==> src/rtl/weight_ram_loader_if.sv <==
// weight_ram_loader_if: weight-beat handshake plus weight-RAM write port of the loader.
interface weight_ram_loader_if #(
  parameter int DATA_W = 8,
  parameter int K_MAX  = 7
);
  logic                    start;
  logic [2:0]              kernel_size;
  logic                    w_valid;
  logic [DATA_W-1:0]       w_data;
  logic                    w_ready;
  logic                    wr_RAM_weight;
  logic [2:0]              addr_RAM_weight_wr;
  logic [K_MAX*DATA_W-1:0] din_RAM_weight;
  logic                    load_done;
  logic                    busy;
  logic                    cfg_err;
  modport master (
    output start, kernel_size, w_valid, w_data,
    input  w_ready, wr_RAM_weight, addr_RAM_weight_wr, din_RAM_weight, load_done, busy, cfg_err
  );
  modport slave (
    input  start, kernel_size, w_valid, w_data,
    output w_ready, wr_RAM_weight, addr_RAM_weight_wr, din_RAM_weight, load_done, busy, cfg_err
  );
endinterface

==> src/rtl/weight_ram_loader.sv <==
// weight_ram_loader: packs streamed kernel weights into one RAM word per row, rows to addresses 0..k-1.
module weight_ram_loader #(
  parameter int DATA_W = 8,
  parameter int K_MAX  = 7
) (
  input  logic                clk,
  input  logic                rst_n,
  weight_ram_loader_if.slave  bus
);
  typedef enum logic [1:0] {IDLE, LOAD, WRITE, DONE} state_t;
  state_t                  state_q, state_d;
  logic [2:0]              k_q, k_d, col_q, col_d, row_q, row_d;
  logic [K_MAX*DATA_W-1:0] pack_q, pack_d;
  logic                    cfg_err_q, cfg_err_d;
  always_ff @(posedge clk or negedge rst_n)
    if (!rst_n) begin
      state_q   <= IDLE;
      k_q       <= '0;
      col_q     <= '0;
      row_q     <= '0;
      pack_q    <= '0;
      cfg_err_q <= 1'b0;
    end else begin
      state_q   <= state_d;
      k_q       <= k_d;
      col_q     <= col_d;
      row_q     <= row_d;
      pack_q    <= pack_d;
      cfg_err_q <= cfg_err_d;
    end
  always_comb begin
    state_d   = state_q;
    k_d       = k_q;
    col_d     = col_q;
    row_d     = row_q;
    pack_d    = pack_q;
    cfg_err_d = 1'b0;
    case (state_q)
      IDLE:
        if (bus.start) begin
          if (bus.kernel_size != 3'd0) begin
            k_d     = bus.kernel_size;
            col_d   = '0;
            row_d   = '0;
            pack_d  = '0;
            state_d = LOAD;
          end else cfg_err_d = 1'b1;
        end
      LOAD:
        if (bus.w_valid) begin
          pack_d[int'(col_q)*DATA_W +: DATA_W] = bus.w_data;
          col_d   = (col_q == k_q - 3'd1) ? 3'd0 : col_q + 3'd1;
          state_d = (col_q == k_q - 3'd1) ? WRITE : LOAD;
        end
      WRITE: begin
        pack_d  = '0;
        row_d   = (row_q == k_q - 3'd1) ? row_q : row_q + 3'd1;
        state_d = (row_q == k_q - 3'd1) ? DONE : LOAD;
      end
      default: state_d = IDLE;
    endcase
  end
  // Address and data are gated to zero outside WRITE so the RAM port is quiet between rows.
  assign bus.w_ready            = state_q == LOAD;
  assign bus.wr_RAM_weight      = state_q == WRITE;
  assign bus.addr_RAM_weight_wr = state_q == WRITE ? row_q : 3'd0;
  assign bus.din_RAM_weight     = state_q == WRITE ? pack_q : '0;
  assign bus.load_done          = state_q == DONE;
  assign bus.busy               = state_q != IDLE;
  assign bus.cfg_err            = cfg_err_q;
endmodule

==> src/flat_wrapper.sv <==
// flat-port wrapper written by rule: the top's interface ports become plain ports
module weight_ram_loader_flat 
#(
  parameter int DATA_W = 8,
  parameter int K_MAX  = 7
)
  (clk, rst_n, bus_start, bus_kernel_size, bus_w_valid, bus_w_data, bus_w_ready, bus_wr_RAM_weight, bus_addr_RAM_weight_wr, bus_din_RAM_weight, bus_load_done, bus_busy, bus_cfg_err);
  weight_ram_loader_if #(.DATA_W(DATA_W), .K_MAX(K_MAX)) bus_i ();
  input  logic clk;
  input  logic rst_n;
  input wire logic [$bits(bus_i.start)-1:0] bus_start;
  input wire logic [$bits(bus_i.kernel_size)-1:0] bus_kernel_size;
  input wire logic [$bits(bus_i.w_valid)-1:0] bus_w_valid;
  input wire logic [$bits(bus_i.w_data)-1:0] bus_w_data;
  output wire logic [$bits(bus_i.w_ready)-1:0] bus_w_ready;
  output wire logic [$bits(bus_i.wr_RAM_weight)-1:0] bus_wr_RAM_weight;
  output wire logic [$bits(bus_i.addr_RAM_weight_wr)-1:0] bus_addr_RAM_weight_wr;
  output wire logic [$bits(bus_i.din_RAM_weight)-1:0] bus_din_RAM_weight;
  output wire logic [$bits(bus_i.load_done)-1:0] bus_load_done;
  output wire logic [$bits(bus_i.busy)-1:0] bus_busy;
  output wire logic [$bits(bus_i.cfg_err)-1:0] bus_cfg_err;
  assign bus_i.start = bus_start;
  assign bus_i.kernel_size = bus_kernel_size;
  assign bus_i.w_valid = bus_w_valid;
  assign bus_i.w_data = bus_w_data;
  assign bus_w_ready = bus_i.w_ready;
  assign bus_wr_RAM_weight = bus_i.wr_RAM_weight;
  assign bus_addr_RAM_weight_wr = bus_i.addr_RAM_weight_wr;
  assign bus_din_RAM_weight = bus_i.din_RAM_weight;
  assign bus_load_done = bus_i.load_done;
  assign bus_busy = bus_i.busy;
  assign bus_cfg_err = bus_i.cfg_err;
  weight_ram_loader #(.DATA_W(DATA_W), .K_MAX(K_MAX)) u_core (.clk(clk), .rst_n(rst_n), .bus(bus_i));
endmodule
==> config.mk <==
export PLATFORM = sky130hd
export DESIGN_NAME = weight_ram_loader_flat
export DESIGN_NICKNAME = d
export VERILOG_FILES = /design/src/rtl/weight_ram_loader_if.sv /design/src/rtl/weight_ram_loader.sv /design/src/flat_wrapper.sv
export SDC_FILE = /design/constraint.sdc
export NUM_CORES = 1
export LEC_CHECK = 0
export CORE_MARGIN = 10
export CORE_UTILIZATION = 45
export CTS_CLUSTER_DIAMETER = 120
export DETAILED_ROUTE_END_ITERATION = 16
export PLACE_DENSITY = 0.71
export SETUP_SLACK_MARGIN = 0.5
export SYNTH_ARGS = -nofsm -noshare
export SYNTH_HDL_FRONTEND = slang
export SYNTH_SLANG_ARGS = --single-unit
==> constraint.sdc <==
create_clock -name clk -period 4.2 [get_ports clk]
set_input_delay 0.84 -clock clk [delete_from_list [all_inputs] [get_ports clk]]
set_output_delay 0.84 -clock clk [all_outputs]
set_load 0.02 [all_outputs]
==> results.json <==
{
  "core_region_area_sq_mm": 0.00761,
  "cp_num_cells": 4,
  "r2r_setup_slack_ns": 1.81,
  "antenna_left": 0,
  "netlist_instances": 337,
  "rsz0062_at_grt": "no",
  "final_core_util_pct": 59.6,
  "max_clock_freq_ghz": 0.290,
  "crit_path_start_kind": "register",
  "cts_buffers": 9,
  "synthArstFlopShare_pct": 100,
  "area_delta_synth_final_pct": 30.3,
  "multi_input_area_sq_mm": 0.00156,
  "p_comb_share_pct": 36.3,
  "reg2reg_depth": 7,
  "fin_skew_ns": 0.00705,
  "cts_buffer_depth": 2,
  "powerDensity_mw_per_mm2": 568,
  "synth_nets": 358,
  "nets": 431,
  "yosysWarnings": 0,
  "path_class": "reg -> out",
  "hpwl_mm": 6.20,
  "antenna_found_initial": 0,
  "avgViaCountPerCell": 5.18,
  "cts_setup_buffers": 0,
  "h-tree-depth": 3,
  "syn_avg_cell_area_sq_um": 10.3,
  "critical_path.max_stage_delay_ns": 0.66,
  "r2r-start": "u_core.col_q[0]",
  "crit_required_ns": 3.36,
  "tightest_slew_ns": 1.05,
  "hp-class": "reg -> reg",
  "die_x_um": 108,
  "die_h_um": 108,
  "cts.sinks": 68,
  "switching_power_mw": 0.876,
  "synth_edf_count": 0,
  "synth_cell_types": 41,
  "critPathSlowestCell": "dfrtp_1",
  "synth_flop_cell": "dfrtp_1",
  "design_area_sq_mm": 0.00453,
  "finalHoldViolCount": 0,
  "drt_iter0_drc": 115,
  "vias": 2679,
  "root_buffer": "clkbuf_8",
  "relSlewSlack_pct": 30.2,
  "regArea_sq_mm": 0.00170,
  "dpl_cell_area_sq_mm": 0.00430,
  "insertedDiodeCount": 0,
  "cp_max_fo": 38,
  "drtPass1Iterations": 4,
  "pwr-share-clk_pct": 24.6,
  "synthSimpleGateAreaFrac_pct": 19.6,
  "crit_end": "bus_din_RAM_weight[26]",
  "route.detailed.drc": 0,
  "vdd_ir_drop_max_uv": 239,
  "seq_power_share_pct": 39.1,
  "synth_seq_cells": 68,
  "setup-tns-final_ns": 0,
  "status": "finished, final reports clean",
  "cts_tree": "built",
  "gp_congestion": 0.840,
  "cp_num_buf_inv": 2,
  "cp_cell_sequence": "nand2b_1, clkinvlp_4, and2_1, clkdlybuf4s50_1",
  "std_cell_rows": 32,
  "end_kind": "primary output",
  "critPathArrivalTime_ns": 2.61,
  "routed_wl_mm": 8.86,
  "grt-ovfl-total": 0,
  "synth_top_family_by_area": "simple AND/OR/NAND/NOR gates",
  "layout-drive-gt1-share_pct": 8.19,
  "drv_slew": 0,
  "syn_area_sq_mm": 0.00348,
  "yosys.area_share.xor_xnor_pct": 2.37,
  "grt_util_all_layers_pct": 15.5,
  "post-layout-total-power_mw": 2.57,
  "setup.worst_path.start": "u_core.state_q[0]",
  "muxShareOfSynthArea_pct": 7.63,
  "grt_pass1_wl_mm": 14.4,
  "p_int_mw": 1.70,
  "port-buffer-count": 78,
  "period_needed_ns": 3.45,
  "p_leak_nw": 2.04,
  "final_common_cell": "clkdlybuf4s50_1",
  "synth_fa_ha_area_share_pct": 2.16,
  "die_area_sq_mm": 0.0116,
  "finalCritPeriodShare_pct": 82.2,
  "grt_pass1_vias": 2753,
  "synth_compound_area_share_pct": 13.0,
  "clock_latency_ns": 0.34,
  "wl_per_cell_um": 17.1,
  "nFillCells": 670,
  "final_cell_mix": "clkdlybuf4s50_1, dfrtp_1, and2_1, a22o_1, nor2_1",
  "max-cap-violations": 0,
  "ys_seq_area_share_pct": 48.9,
  "report.final.setup_viol": 0,
  "clkTransAtPathRegs_ns": 0.07,
  "postCtsHoldBufs": 0,
  "crit_family": "buffers and inverters",
  "initial_core_util_pct": 45.7,
  "grt_max_degree": 48,
  "pin_count": 79,
  "r2r-end": "u_core.pack_q[0]",
  "netSwitchingFraction_pct": 34.0
}
stage by stage:
step / worst slack [ns] / instances / hold slack, ns
2_1_floorplan: 1.91 / 337 / 0.458
5_1_grt: 0.534 / 517 / 0.509
4_1_cts: 0.623 / 517 / 0.488
6_report: 0.748 / 517 / 0.489
3_3_place_gp: 1.06 / 501 / 0.467
3_5_place_dp: 1.02 / 501 / 0.473
cells in the mapped netlist (2+ instances only):
library cell / n / area share, %
dfrtp_1: 68 / 49
and2_1: 38 / 6.8
a22o_1: 33 / 8.3
nor2_1: 32 / 3.5
inv_1: 31 / 3.3
nand2_1: 27 / 2.9
mux2i_1: 22 / 6.3
buf_2: 7 / 1.0
a21o_2: 6 / 1.5
clkbuf_1: 6 / 0.65
ha_1: 6 / 2.2
nand2b_1: 5 / 0.90
nand4_1: 5 / 0.90
nor2b_1: 5 / 0.90
mux2_2: 4 / 1.3
nand3_1: 4 / 0.58
xnor2_1: 4 / 1.0
a32o_1: 3 / 0.86
buf_6: 3 / 0.97
a21o_1: 2 / 0.43
a21oi_1: 2 / 0.29
and4_1: 2 / 0.50
buf_1: 2 / 0.22
nor3_1: 2 / 0.29
xor3_1: 2 / 1.4
power groups by stage:
stage	clock, mW	combinational (mW)	sequential, mW
final	0.633	0.934	1.01
after detailed placement	0	0.937	1.01
after global placement	0	0.905	1.01
after global routing	0.664	1.03	1.03
after CTS	0.639	0.938	1.00
after floorplan	0	0.764	0.959
per-layer routing:
| layer | track usage [%] | share of wire, % | vias up |
|---|---|---|---|
| met1 | 19.3 | 45 | 1309 |
| met5 | 0 | 0 | - |
| met3 | 4.61 | 6.7 | 10 |
| met4 | 6.20 | 1.2 | 0 |
| met2 | 24.6 | 47 | 80 |
| li1 | - | - | 1280 |
flip-flops by register name (all words and copies together) (netlist names):
| signal | flops |
|---|---|
| u_core.row_q | 3 |
| u_core.col_q | 3 |
| u_core.bus.cfg_err | 1 |
| u_core.pack_q | 56 |
| u_core.state_q | 2 |
| u_core.k_q | 3 |
cell families (layout without fill, tap and decap cells):
logic type      Yosys count  after routing
simple gates            129            129
flops                    68             68
compound gates           52             52
buf+inv                  50            128
mux                      26             26
fa+ha+maj                 6              6
xor+xnor                  6              6
layout make-up:
cell class	instances	share of cell area, %
clock inverter	5	2.21
tap	102	2.82
inverter	32	2.73
clock buffer	11	2.90
timing repair buffer	80	17.4
sequential	68	37.5
multi-input combinational	219	34.4
worst min-delay path by stage:
| stage | end | depth (start not counted) | start | slack (ns) |
|---|---|---|---|---|
| CTS | u_core.pack_q[10] | 1 | u_core.pack_q[10] | 0.49 |
| global route | u_core.pack_q[10] | 1 | u_core.pack_q[10] | 0.51 |
| detailed placement | u_core.pack_q[10] | 1 | u_core.pack_q[10] | 0.47 |
| global placement | u_core.pack_q[10] | 1 | u_core.pack_q[10] | 0.47 |
| floorplan | u_core.pack_q[10] | 1 | u_core.pack_q[10] | 0.46 |
| finish | u_core.pack_q[10] | 1 | u_core.pack_q[10] | 0.49 |
worst reg2reg max path, delay by kind of cell, from the launching register on:
| kind | cells | cell delay [ns] |
|---|---|---|
| DFF | 1 | 0.46 |
| and+or+nand+nor | 3 | 1.02 |
| buffers and inverters | 1 | 0.11 |
| AOI/OAI and AO/OA | 1 | 0.14 |
| adders and majority gates | 2 | 0.59 |
timing repair:
action	CTS	global route
hold endpoints to repair	0	0
setup endpoints to repair	0	36
resized for setup	0	1
No activity file was read; power rests on OpenSTA's default activity.
